--- src/rtl/board_scan_rx.sv ---
// Host-side receiver for the tic-tac-toe chip's scanned board stream.
// Recovers frame alignment, keeps a shadow board and reports new moves over valid/ready.
module board_scan_rx #(
  parameter int LOCK_FRAMES = 2
) (
  input  logic        clk,
  input  logic        reset,
  input  logic [1:0]  scan_xoro,
  input  logic [1:0]  scan_row,
  input  logic [1:0]  scan_col,
  input  logic [1:0]  scan_win,
  output logic [17:0] board,
  output logic        board_valid,
  output logic        frame_done,
  output logic        sync_err,
  output logic        locked,
  output logic [1:0]  win_out,
  output logic        evt_valid,
  input  logic        evt_ready,
  output logic [1:0]  evt_row,
  output logic [1:0]  evt_col,
  output logic [1:0]  evt_xoro,
  output logic        base_err
);

  typedef enum logic {HUNT, CAPTURE} state_t;

  localparam logic [3:0] LOCK_THR = 4'(LOCK_FRAMES);

  state_t      r_state, w_stateNext;
  logic [3:0]  r_expect, w_expectNext;
  logic [15:0] r_staging;
  logic [3:0]  r_goodCnt, w_cntNext;
  logic [8:0]  r_pending, w_pendingNext;

  logic [3:0]  w_idx;
  logic        w_parseErr, w_clean0;
  logic        w_stageWr, w_commit, w_syncErr;
  logic [17:0] w_newBoard;
  logic [8:0]  w_newBits, w_ackBits;
  logic        w_baseErr;
  logic [3:0]  w_lowIdx;
  logic [1:0]  w_xoroSel;

  assign w_idx      = {2'b00, scan_row} * 4'd3 + {2'b00, scan_col};
  assign w_parseErr = (scan_row == 2'd3) || (scan_col == 2'd3) || (scan_xoro == 2'b11);
  assign w_clean0   = !w_parseErr && (w_idx == 4'd0);
  // The idx-8 sample is never staged; it goes straight into the committed board.
  assign w_newBoard = {scan_xoro, r_staging};

  always_comb begin
    w_stateNext  = r_state;
    w_expectNext = r_expect;
    w_stageWr    = 1'b0;
    w_commit     = 1'b0;
    w_syncErr    = 1'b0;
    unique case (r_state)
      HUNT: begin
        if (w_clean0) begin
          w_stateNext  = CAPTURE;
          w_expectNext = 4'd1;
          w_stageWr    = 1'b1;
        end
      end
      CAPTURE: begin
        if (!w_parseErr && (w_idx == r_expect)) begin
          w_stageWr = 1'b1;
          if (w_idx == 4'd8) begin
            w_commit     = 1'b1;
            w_expectNext = 4'd0;
          end else begin
            w_expectNext = r_expect + 4'd1;
          end
        end else begin
          w_syncErr = 1'b1;
          if (w_clean0) begin
            w_expectNext = 4'd1;
            w_stageWr    = 1'b1;
          end else begin
            w_stateNext  = HUNT;
            w_expectNext = 4'd0;
          end
        end
      end
    endcase
  end

  always_comb begin
    w_newBits = '0;
    w_baseErr = 1'b0;
    for (int k = 0; k < 9; k++) begin
      if (board[2*k +: 2] == 2'b00 && w_newBoard[2*k +: 2] != 2'b00)
        w_newBits[k] = 1'b1;
      if (board[2*k +: 2] != 2'b00 && w_newBoard[2*k +: 2] != board[2*k +: 2])
        w_baseErr = 1'b1;
    end
  end

  always_comb begin
    w_lowIdx = '0;
    for (int k = 8; k >= 0; k--)
      if (r_pending[k]) w_lowIdx = 4'(k);
  end

  assign evt_valid = |r_pending;

  always_comb begin
    evt_row   = '0;
    evt_col   = '0;
    w_xoroSel = '0;
    w_ackBits = '0;
    for (int k = 0; k < 9; k++) begin
      if (w_lowIdx == 4'(k)) begin
        evt_row      = 2'(k / 3);
        evt_col      = 2'(k % 3);
        w_xoroSel    = board[2*k +: 2];
        w_ackBits[k] = evt_valid && evt_ready;
      end
    end
  end

  assign evt_xoro = evt_valid ? w_xoroSel : 2'b00;

  // A base error discards all pending moves; the new board simply becomes the baseline.
  always_comb begin
    w_pendingNext = r_pending & ~w_ackBits;
    if (w_commit && board_valid)
      w_pendingNext = w_baseErr ? 9'd0 : (w_pendingNext | w_newBits);
    w_cntNext = r_goodCnt;
    if (w_syncErr)
      w_cntNext = 4'd0;
    else if (w_commit && r_goodCnt != 4'd15)
      w_cntNext = r_goodCnt + 4'd1;
  end

  always_ff @(posedge clk) begin
    if (reset) begin
      r_state     <= HUNT;
      r_expect    <= '0;
      r_staging   <= '0;
      r_goodCnt   <= '0;
      r_pending   <= '0;
      board       <= '0;
      board_valid <= 1'b0;
      frame_done  <= 1'b0;
      sync_err    <= 1'b0;
      locked      <= 1'b0;
      win_out     <= '0;
      base_err    <= 1'b0;
    end else begin
      r_state    <= w_stateNext;
      r_expect   <= w_expectNext;
      r_goodCnt  <= w_cntNext;
      r_pending  <= w_pendingNext;
      frame_done <= w_commit;
      sync_err   <= w_syncErr;
      locked     <= (w_cntNext >= LOCK_THR);
      base_err   <= w_commit && board_valid && w_baseErr;
      for (int k = 0; k < 8; k++)
        if (w_stageWr && w_idx == 4'(k)) r_staging[2*k +: 2] <= scan_xoro;
      if (w_commit) begin
        board       <= w_newBoard;
        win_out     <= scan_win;
        board_valid <= 1'b1;
      end
    end
  end

endmodule
--- config.mk ---
export PLATFORM = sky130hd
export DESIGN_NAME = board_scan_rx
export DESIGN_NICKNAME = d
export VERILOG_FILES = /design/src/rtl/board_scan_rx.sv
export SDC_FILE = /design/constraint.sdc
export NUM_CORES = 1
export LEC_CHECK = 0
export BUFFER_PORTS_ARGS = -buffer_cell sky130_fd_sc_hd__buf_2
export CAP_MARGIN = 20
export CORE_MARGIN = 5
export CORE_UTILIZATION = 25
export DETAILED_ROUTE_END_ITERATION = 7
export GPL_TIMING_DRIVEN = 0
export PLACE_DENSITY = 0.37
export REMOVE_ABC_BUFFERS = 1
export SLEW_MARGIN = 5
export SYNTH_ARGS = -nofsm -noshare
export SYNTH_HDL_FRONTEND = slang
export SYNTH_SLANG_ARGS = --single-unit
--- constraint.sdc ---
create_clock -name clk -period 3.82 [get_ports clk]
set_clock_uncertainty 0.05 [all_clocks]
set_input_delay 0 -clock clk [delete_from_list [all_inputs] [get_ports clk]]
set_output_delay 0 -clock clk [all_outputs]
set_load 0.05 [all_outputs]
# Yosys cells after proc, flatten, opt, wreduce, memory -nomap -nowiden
# Cells that the tools add are included.
word_totals:
  reg_bits: 59
  in_bits: 11
  out_inout_bits: 32
  wordCells: 201
classes:
  add_sub_neg: 3
  n_mul: 1
  order_cmp: 1
  n_eq_ne: 31
  n_mux: 77
  bitwise: 4
  n_reduce_logical: 65
ops:
  columns: ["cell", "count"]
  rows:
  - ["two-way mux 4 bit", 14]
  - ["two-way mux 2 bit", 22]
  - ["two-way mux 1 bit", 37]
  - ["nonzero test 2 bit", 18]
  - ["== test 4 x 3 -> 1 bit, second input constant", 8]
  - ["logical AND 1 bit", 32]
  - ["logical NOT 2 bit", 9]
  - ["two-way mux 9 bit", 2]
  - ["inequality test 2 bit", 9]
  - ["== test 4 x 2 -> 1 bit, second input constant", 4]
  - ["bitwise AND 9 bit", 1]
  - ["inverter 9 bit", 1]
  - ["bitwise OR 9 bit", 1]
  - ["OR reduction 9 bit", 1]
  - ["adder 4 x 1 -> 4 bit, second input constant", 2]
  - ["== test 4 x 1 -> 1 bit, second input constant", 2]
  - ["== test 4 bit, second input constant", 2]
  - ["logical NOT 4 bit", 2]
  - ["case mux 4 bit (2 select lines)", 1]
  - ["== test 2 bit, second input constant", 3]
  - ["adder 4 x 2 -> 4 bit", 1]
  - ["== test 4 bit", 1]
  - [">= comparator 4 x 2 -> 1 bit, second input constant", 1]
  - ["multiplier 2 x 2 -> 4 bit, second input constant", 1]
  - ["other kinds (6)", 7]

# Depth between registers and ports, before layout
# Gate-level depths: netlist of run 1.
depth:
  word_depth: 20
  ltp_mapped: 10
  ltp_nobuf: 9

# Least setup slack after synthesis of run 1
# No wires, ideal clock.
synth_path:
  path_type: "register to output"
  startpoint: "reg r_pending[1]"
  endpoint: "out evt_xoro[0]"
  t_arrival_ns: 2.735
  required_time_ns: 3.770
  slack_ns: 1.035
  path_stages_with_launch: 7
  n_path_buf: 0
  cell_sequence: "dfxtp_1 -> or2_2 -> nor3_1 -> nand2_1 -> nor2_1 -> o21ai_0 -> a22oi_1"
synth_between:
  elab_chain_len: 13
  word_cells_on_any_way: 22
  classes_between: "eq/ne: 8; mux: 12; reduce/logical: 2"
synth_lines:
  columns: ["element", "line", "text"]
  rows:
  - ["from (decl)", "34", "logic [8:0] r_pending, w_pendingNext;"]
  - ["from (signal assigned)", "154", "r_pending <= w_pendingNext;"]
  - ["two-way mux 4 bit (2 in series)", "102", "if (r_pending[k]) w_lowIdx = 4'(k);"]
  - ["logical NOT 4 bit", "113", "if (w_lowIdx == 4'(k)) begin"]
  - ["two-way mux 2 bit (9 in series)", "113", null]
  - ["two-way mux 2 bit (*)", "122", "assign evt_xoro = evt_valid ? w_xoroSel : 2'b00;"]
  - ["to (decl)", "22", "output logic [1:0] evt_xoro,"]
# Mark *: on every way between the ends. The rest lies on a longest branch, timed or not.

# Final worst setup path of run 1
layout_path:
  startpoint: "in scan_row[0]"
  endpoint: "reg locked"
layout_between:
  elab_chain_len: 11
  word_cells_on_any_way: 18
  classes_between: "add/sub: 1; mul: 1; order compare: 1; eq/ne: 3; mux: 7; reduce/logical: 5"
layout_lines:
  columns: ["element", "line", "text"]
  rows:
  - ["from (decl)", "9", "input logic [1:0] scan_row,"]
  - ["branches (longest 9 deep; another with multiplier 2 x 2 -> 4 bit)", null, null]
  - ["two-way mux 4 bit (*)", "130", "if (w_syncErr)"]
  - [">= comparator 4 x 2 -> 1 bit (*)", "157", "locked <= (w_cntNext >= LOCK_THR);"]
  - ["to (signal assigned)", "157", null]
  - ["to (decl)", "16", "output logic locked,"]
# Mark *: on every way between the ends.
# A chain may end at the register's enable or synchronous reset.

==> key figures, run 1 <==
Run status
  – Outcome: completed

Clocking
  – Reg clk slew, reported paths: 50 ps
  – CTS Buf Count: 9
  – Clk_lat worst skew: 330 ps
  – CTS sink cnt: 59
  – Max Root-Sink Buffers: 2
  – # hold bufs at CTS: 3
  – # resized after CTS: 0
  – H-tree levels: 3
  – CTS tree: built
  – Setup Buffers After CTS: 0
  – CTS root buf: clkbuf_16

Power
  – Worst VDD drop: 183 uV
  – Power per cell area: 378 nW/um^2
  – Pleak: 1.41 nW

Setup path
  – CP max-delay cell: nand4_2
  – WS Path Type: in -> reg
  – Crit path launch type: primary input
  – Worst reg2reg path depth: 6
  – Crit path max fanout: 24
  – Worst flop-to-flop path endpoint: locked$_SDFF_PP0_
  – Reg-to-reg startpoint: r_expect[0]$_SDFFE_PP0P_
  – Worst Path Buf+Inv: 1
  – CP cell instances: buf_2 -> fa_1 -> ha_1 -> fa_1 -> nor4b_2 -> nand4_2 -> nor3_1 -> a211oi_2 -> or3_1
  – CP most frequent cell: fa_1
  – WP data required: 3970 ps
  – Crit end category: register
  – Largest stage delay, worst path: 690 ps
  – Reg2Reg Setup Slack: 1250 ps
  – WP data arrival: 3470 ps
  – CP delay by family, top: simple AND/OR/NAND/NOR gates

Detailed routing
  – First DRT Iteration DRCs: 253
  – Drc violations: 0
  – Via-per-instance ratio: 4.84
  – Post-Route WL: 9.73 mm
  – Drt first pass iters: 6
  – DR vias: 2,979
  – Post-route ant nets: 0
  – Routed WL per cell: 15.8 microns

Die
  – Die span in y: 123 microns
  – Die W: 123 microns
  – Core Box Area: 12,500 sq um
  – Die ar.: 15,000 sq um
  – IO Count: 43
  – Num rows: 41
  – Initial Utilization: 0.253

Global route
  – GRT Total Usage: 0.135
  – Grt total ovfl: 0
  – Number of global-route vias before repair: 2,812
  – First-pass GRT wire length: 15.6 mm
  – Initial antenna violation count: 0
  – Largest net degree at the start of global routing: 49

Synth
  – Yosys reg bits: 59
  – Main combinational cell family by area after synthesis: simple AND/OR/NAND/NOR gates
  – Top_reg_cell synth: dfxtp_1
  – Syn Area/Cell: 7.91 sq um
  – Xor and xnor area share after synthesis: 0.0138
  – Post-Syn Area: 3170 sq um
  – Ys async rst share: 0
  – Number of synthesized flops with an enable pin: 0
  – Area share of the largest cell type after synthesis: 0.372
  – Netlist cell types: 54
  – Register area share after synthesis: 0.372
  – Synth top area cells: dfxtp_1, nand2_1, nor2_1, a21oi_1, mux2i_1
  – Post-Synth Simple-Gate Area: 0.261
  – Post-synthesis mux area share: 0.0568
  – Top cell type by total area after synthesis: dfxtp_1
  – Mapped Cells: 401
  – Synth warn: 0
  – Adder-Cell Fraction of Synth Area: 0.0323
  – Post-synthesis compound-gate area fraction: 0.225

Final layout
  – Finished Cell Area: 3820 sq um
  – Area Overhead vs Synth: 20.3%
  – Layout Cells excl Fill: 615
  – # diodes: 0
  – Layout cells sized above 1: 0.151
  – Nets: 457

Placed design
  – # port buffers: 42
  – Routability-driven placement congestion ratio: 0.829
  – Number of cells after detailed placement: 597
  – DPL Wire Length: 6.97 mm
  – Post-DP Area: 3520 sq um

Timing
  – Final setup fails: 0
  – Final Max Slew Viols: 0
  – Worst slew pin tran: 1010 ps
  – Slew headroom: 0.323
  – Peak Freq: 301 MHz
  – Final worst path period need: 3320 ps
  – Final hold violations: 0
  – Final Cycle Share: 0.869
  – RSZ-0062 raised after global routing: false
  – Total negative slack: 0 ps

Worst hold path
  – Hold Startpoint: scan_xoro[1]
  – Hold Path Class: in -> reg
  – Worst Hold End: board[17]$_SDFFE_PP0N_
  – Hold depth: 3

Run
  – Max cap viols: 0
==> layer usage <==
layer,vias to the layer above,track usage,wire (microns)
li1,1507,-,-
met2,66,0.207,4450
met1,1399,0.189,4740
met3,7,0.0290,434
met5,-,0,0
met4,0,0.0441,104
==> synth_stat cells (2+ instances only) <==
| cell type | number |
|---|---|
| nor4_1 | 5 |
| nand3b_1 | 2 |
| nor3_1 | 10 |
| xor2_1 | 4 |
| a22oi_1 | 5 |
| fa_1 | 2 |
| ha_1 | 5 |
| o31ai_1 | 5 |
| a2111oi_0 | 3 |
| dfxtp_1 | 59 |
| buf_2 | 5 |
| a21oi_1 | 36 |
| a31oi_1 | 3 |
| nand2b_1 | 15 |
| and4_1 | 2 |
| o21ai_0 | 21 |
| inv_1 | 13 |
| a221o_1 | 2 |
| a21o_1 | 2 |
| mux2i_1 | 18 |
| nor2b_1 | 2 |
| nand3_1 | 6 |
| nand4_1 | 2 |
| or2_2 | 3 |
| o211ai_1 | 8 |
| clkbuf_1 | 13 |
| nand2_1 | 63 |
| nor2_1 | 49 |
| a211oi_1 | 3 |
| a21boi_0 | 9 |
| a41oi_1 | 2 |
| nor4b_2 | 2 |
==> how the worst max path moves through the flow <==
stage,end,start,depth (start not counted)
floorplan,locked$_SDFF_PP0_,scan_row[0],8
global placement,locked$_SDFF_PP0_,scan_row[0],9
detailed placement,locked$_SDFF_PP0_,scan_row[0],9
CTS,locked$_SDFF_PP0_,scan_row[0],9
global route,locked$_SDFF_PP0_,scan_row[0],9
finish,locked$_SDFF_PP0_,scan_row[0],9
==> cell families (layout without fill, tap and decap cells) <==
| group | count (synthesis) | in the layout |
|---|---|---|
| simple gates | 171 | 171 |
| compound gates | 110 | 110 |
| flops | 59 | 59 |
| buf+inv | 31 | 73 |
| mux | 18 | 18 |
| fa+ha+maj | 7 | 7 |
| xor+xnor | 5 | 5 |
==> where the power goes <==
group	switching, W	leakage (nW)	total [W]	internal, W
Combinational	0.0000689	0.799	0.000102	0.0000331
Clock	0.000271	0.132	0.000719	0.000449
Sequential	0.00000333	0.475	0.000622	0.000619
==> flip-flops by register name, summed over array words and instances, names as in the netlist <==
| name | flops |
|---|---|
| frame_done | 1 |
| board | 18 |
| base_err | 1 |
| r_pending | 9 |
| r_expect | 4 |
| r_state | 1 |
| sync_err | 1 |
| r_goodCnt | 4 |
| board_valid | 1 |
| r_staging | 16 |
| win_out | 2 |
| locked | 1 |
==> through the flow <==
| stage | total power, W | worst slack (ps) | util | hold slack [ps] |
|---|---|---|---|---|
| 2_1_floorplan | 0.000699 | 871 | - | 19.1 |
| 3_3_place_gp | 0.000735 | 118 | 0.282 | 199 |
| 3_5_place_dp | 0.000735 | 69.8 | 0.282 | 201 |
| 4_1_cts | 0.00147 | 422 | 0.305 | 49.6 |
| 5_1_grt | 0.00151 | 178 | 0.305 | 71.6 |
| 6_report | 0.00144 | 502 | 0.305 | 60.3 |
==> placed cells by master (no fill, tap or decap), types with 3 or more instances in the layout <==
cell,count
nand2_1,63
dfxtp_1,59
nor2_1,49
buf_2,42
a21oi_1,36
o21ai_0,21
mux2i_1,18
nand2b_1,15
inv_1,13
nor3_1,10
a21boi_0,9
clkbuf_16,9
o211ai_1,8
nand3_1,6
a22oi_1,5
o31ai_1,5
nor4_1,5
ha_1,5
xor2_1,4
a211oi_1,3
or2_2,3
a31oi_1,3
a2111oi_0,3
clkinv_2,3
dlygate4sd3_1,3
==> worst reg2reg max path, stage by stage, from the launching register on <==
cell and delay (ps):
dfxtp_1 430, xor2_1 150, nor3_4 290, nand4_2 640
nor3_1 450, a211oi_2 120, or3_1 300
==> final cells by class <==
class                      count  area (sq um)
inverter                      13          48.8
sequential                    59          1180
multi-input combinational    311          1870
tap                          172           215
fill                        1411          8700
timing repair buffer          45           240
clock inverter                 3          15.0
clock buffer                  12           246
Power figures use the tool's default switching activity.
==> run 2, diff against run 1 <==
--- a/config.mk
+++ b/config.mk
@@ -7,11 +7,12 @@
 export LEC_CHECK = 0
 export BUFFER_PORTS_ARGS = -buffer_cell sky130_fd_sc_hd__buf_2
 export CAP_MARGIN = 20
+export CORE_ASPECT_RATIO = 0.75
 export CORE_MARGIN = 5
-export CORE_UTILIZATION = 25
+export CORE_UTILIZATION = 53
 export DETAILED_ROUTE_END_ITERATION = 7
 export GPL_TIMING_DRIVEN = 0
-export PLACE_DENSITY = 0.37
+export PLACE_DENSITY = 0.7
 export REMOVE_ABC_BUFFERS = 1
 export SLEW_MARGIN = 5
 export SYNTH_ARGS = -nofsm -noshare
==> key figures, run 2 (synthesized netlist as in run 1, its figures left out) <==
Setup path
  – Crit path max fanout: 24
  – WS Path Type: in -> reg
  – WP data required: 4000 ps
  – Reg2Reg Setup Slack: 1260 ps
  – Crit end category: register
  – WP data arrival: 3430 ps
  – Crit path launch type: primary input

Power
  – Worst VDD drop: 241 uV
  – NetSw: 0.000325 W
  – Sequential Power Share: 0.480
  – P_int: 0.000970 W
  – Sw Ratio: 0.251
  – Pleak: 1.38 nW
  – Power per cell area: 354 nW/um^2
  – Clock power share: 0.440
  – Comb power frac: 0.081

Detailed routing
  – Drc violations: 0
  – Drt first pass iters: 5
  – Post-Route WL: 8.69 mm
  – Post-route ant nets: 0
  – Via-per-instance ratio: 5.93
  – First DRT Iteration DRCs: 263
  – Met2 wire len: 3.51 mm
  – Routed length on met1: 4.26 mm
  – DR vias: 3,109
  – Top Metal Used: met4
  – Routed WL per cell: 16.6 microns
  – Met3 WL post-DR: 764 microns

Timing
  – Final worst path period need: 3250 ps
  – Setup ws final: 565 ps
  – Peak Freq: 307 MHz
  – Final Max Slew Viols: 0
  – Worst slew pin tran: 933 ps
  – Total negative slack: 0 ps
  – Slew headroom: 0.362
  – Final Cycle Share: 0.852
  – RSZ-0062 raised after global routing: false
  – Worst Hold Slack: 205 ps
  – Final hold violations: 0
  – Final setup fails: 0

Final layout
  – Layout cells sized above 1: 0.152
  – Finished Cell Area: 3650 sq um
  – Most common cell after layout, fill and taps aside: nand2_1
  – Layout Cells excl Fill: 524
  – Area Overhead vs Synth: 15.1%
  – Regs by FF count: board (18), r_staging (16), r_pending (9)
  – Nets: 459
  – Largest Register: board
  – # diodes: 0
  – Most frequent cells in the layout: nand2_1, dfxtp_1, nor2_1
  – Max reg flops: 18

Clocking
  – Clk_lat worst skew: 350 ps
  – Max Root-Sink Buffers: 2
  – CTS Buf Count: 9
  – Setup Buffers After CTS: 0
  – CTS root buf: clkbuf_8
  – H-tree levels: 3
  – Reg clk slew, reported paths: 70 ps
  – CTS sink cnt: 59
  – CTS tree: built

Global route
  – GRT Total Usage: 0.237
  – Initial antenna violation count: 0
  – Number of global-route vias before repair: 2,806
  – Largest net degree at the start of global routing: 49
  – First-pass GRT wire length: 14.3 mm
  – Grt total ovfl: 0

Run
  – Max cap viols: 0

Placed design
  – Pre-CTS setup slack: 222 ps
  – Routability-driven placement congestion ratio: 0.983
  – Post-DP Area: 3410 sq um
  – DPL Wire Length: 6.05 mm
  – Number of cells after detailed placement: 503
  – # port buffers: 42

Die
  – Num rows: 24
  – Die ar.: 7650 sq um
  – Die W: 99.3 microns
  – IO Count: 43
  – Core Box Area: 5830 sq um
  – Initial Utilization: 0.545
  – Die span in y: 77.0 microns

Run status
  – Outcome: completed

Worst hold path
  – Hold Path Class: in -> reg
-- run 2: cell count changes in the layout (fill, tap and decap cells not counted) --
| cell | previous run | this run |
|---|---|---|
| clkinvlp_4 | 0 | 2 |
| dlygate4sd3_1 | 3 | 5 |
| clkinv_2 | 3 | 1 |
| bufinv_16 | 0 | 1 |
| clkbuf_8 | 1 | 10 |
| clkbuf_16 | 9 | 0 |
-- run 2: final cells by class --
| cell class | count | area [sq um] |
|---|---|---|
| Fill cell | 528 | 2170 |
| Multi-Input combinational cell | 311 | 1870 |
| Sequential cell | 59 | 1180 |
| Timing Repair Buffer | 47 | 260 |
| Clock buffer | 12 | 145 |
| Tap cell | 78 | 97.6 |
| Clock inverter | 4 | 50.0 |
| Inverter | 13 | 48.8 |
-- run 2: what timing repair did --
action | CTS | global route
gates resized for setup | 0 | 0
hold endpoints to repair | 5 | 0
hold buffers | 5 | 0
-- run 2: worst paths after layout --
path	endpoint	cells past startpoint	startpoint
max	locked$_SDFF_PP0_	9	scan_row[0]
min	r_staging[13]$_SDFFE_PP0P_	2	reset
max reg2reg	locked$_SDFF_PP0_	6	r_expect[0]$_SDFFE_PP0P_
min reg2reg	win_out[1]$_SDFFE_PP0N_	2	win_out[1]$_SDFFE_PP0N_
-- run 2: metal layers --
metal	vias up	global-route usage
met5	-	0
met4	0	0.0928
met3	17	0.0680
met2	134	0.315
met1	1448	0.352
li1	1510	-
-- run 2: through the flow --
step | total power [W] | util
final | 0.00129 | 0.627
after global routing | 0.00135 | 0.627
after CTS | 0.00130 | 0.627
after detailed placement | 0.000733 | 0.585
after global placement | 0.000730 | 0.585
after floorplan | 0.000699 | -
-- run 2: worst max-delay path, stage by stage --
cell	delay, ps
buf_2	130
fa_1	480
ha_1	220
fa_1	540
nor4b_2	560
nand4_2	630
nor3_1	430
a211oi_2	110
or3_1	310
-- run 2: power groups by stage --
stage,Combinational (W),Sequential (W),Clock [W]
3_3_place_gp,0.0000955,0.000635,0
6_report,0.000104,0.000621,0.000569
3_5_place_dp,0.0000982,0.000635,0
5_1_grt,0.000114,0.000621,0.000612
2_1_floorplan,0.0000644,0.000634,0
4_1_cts,0.000103,0.000621,0.000579
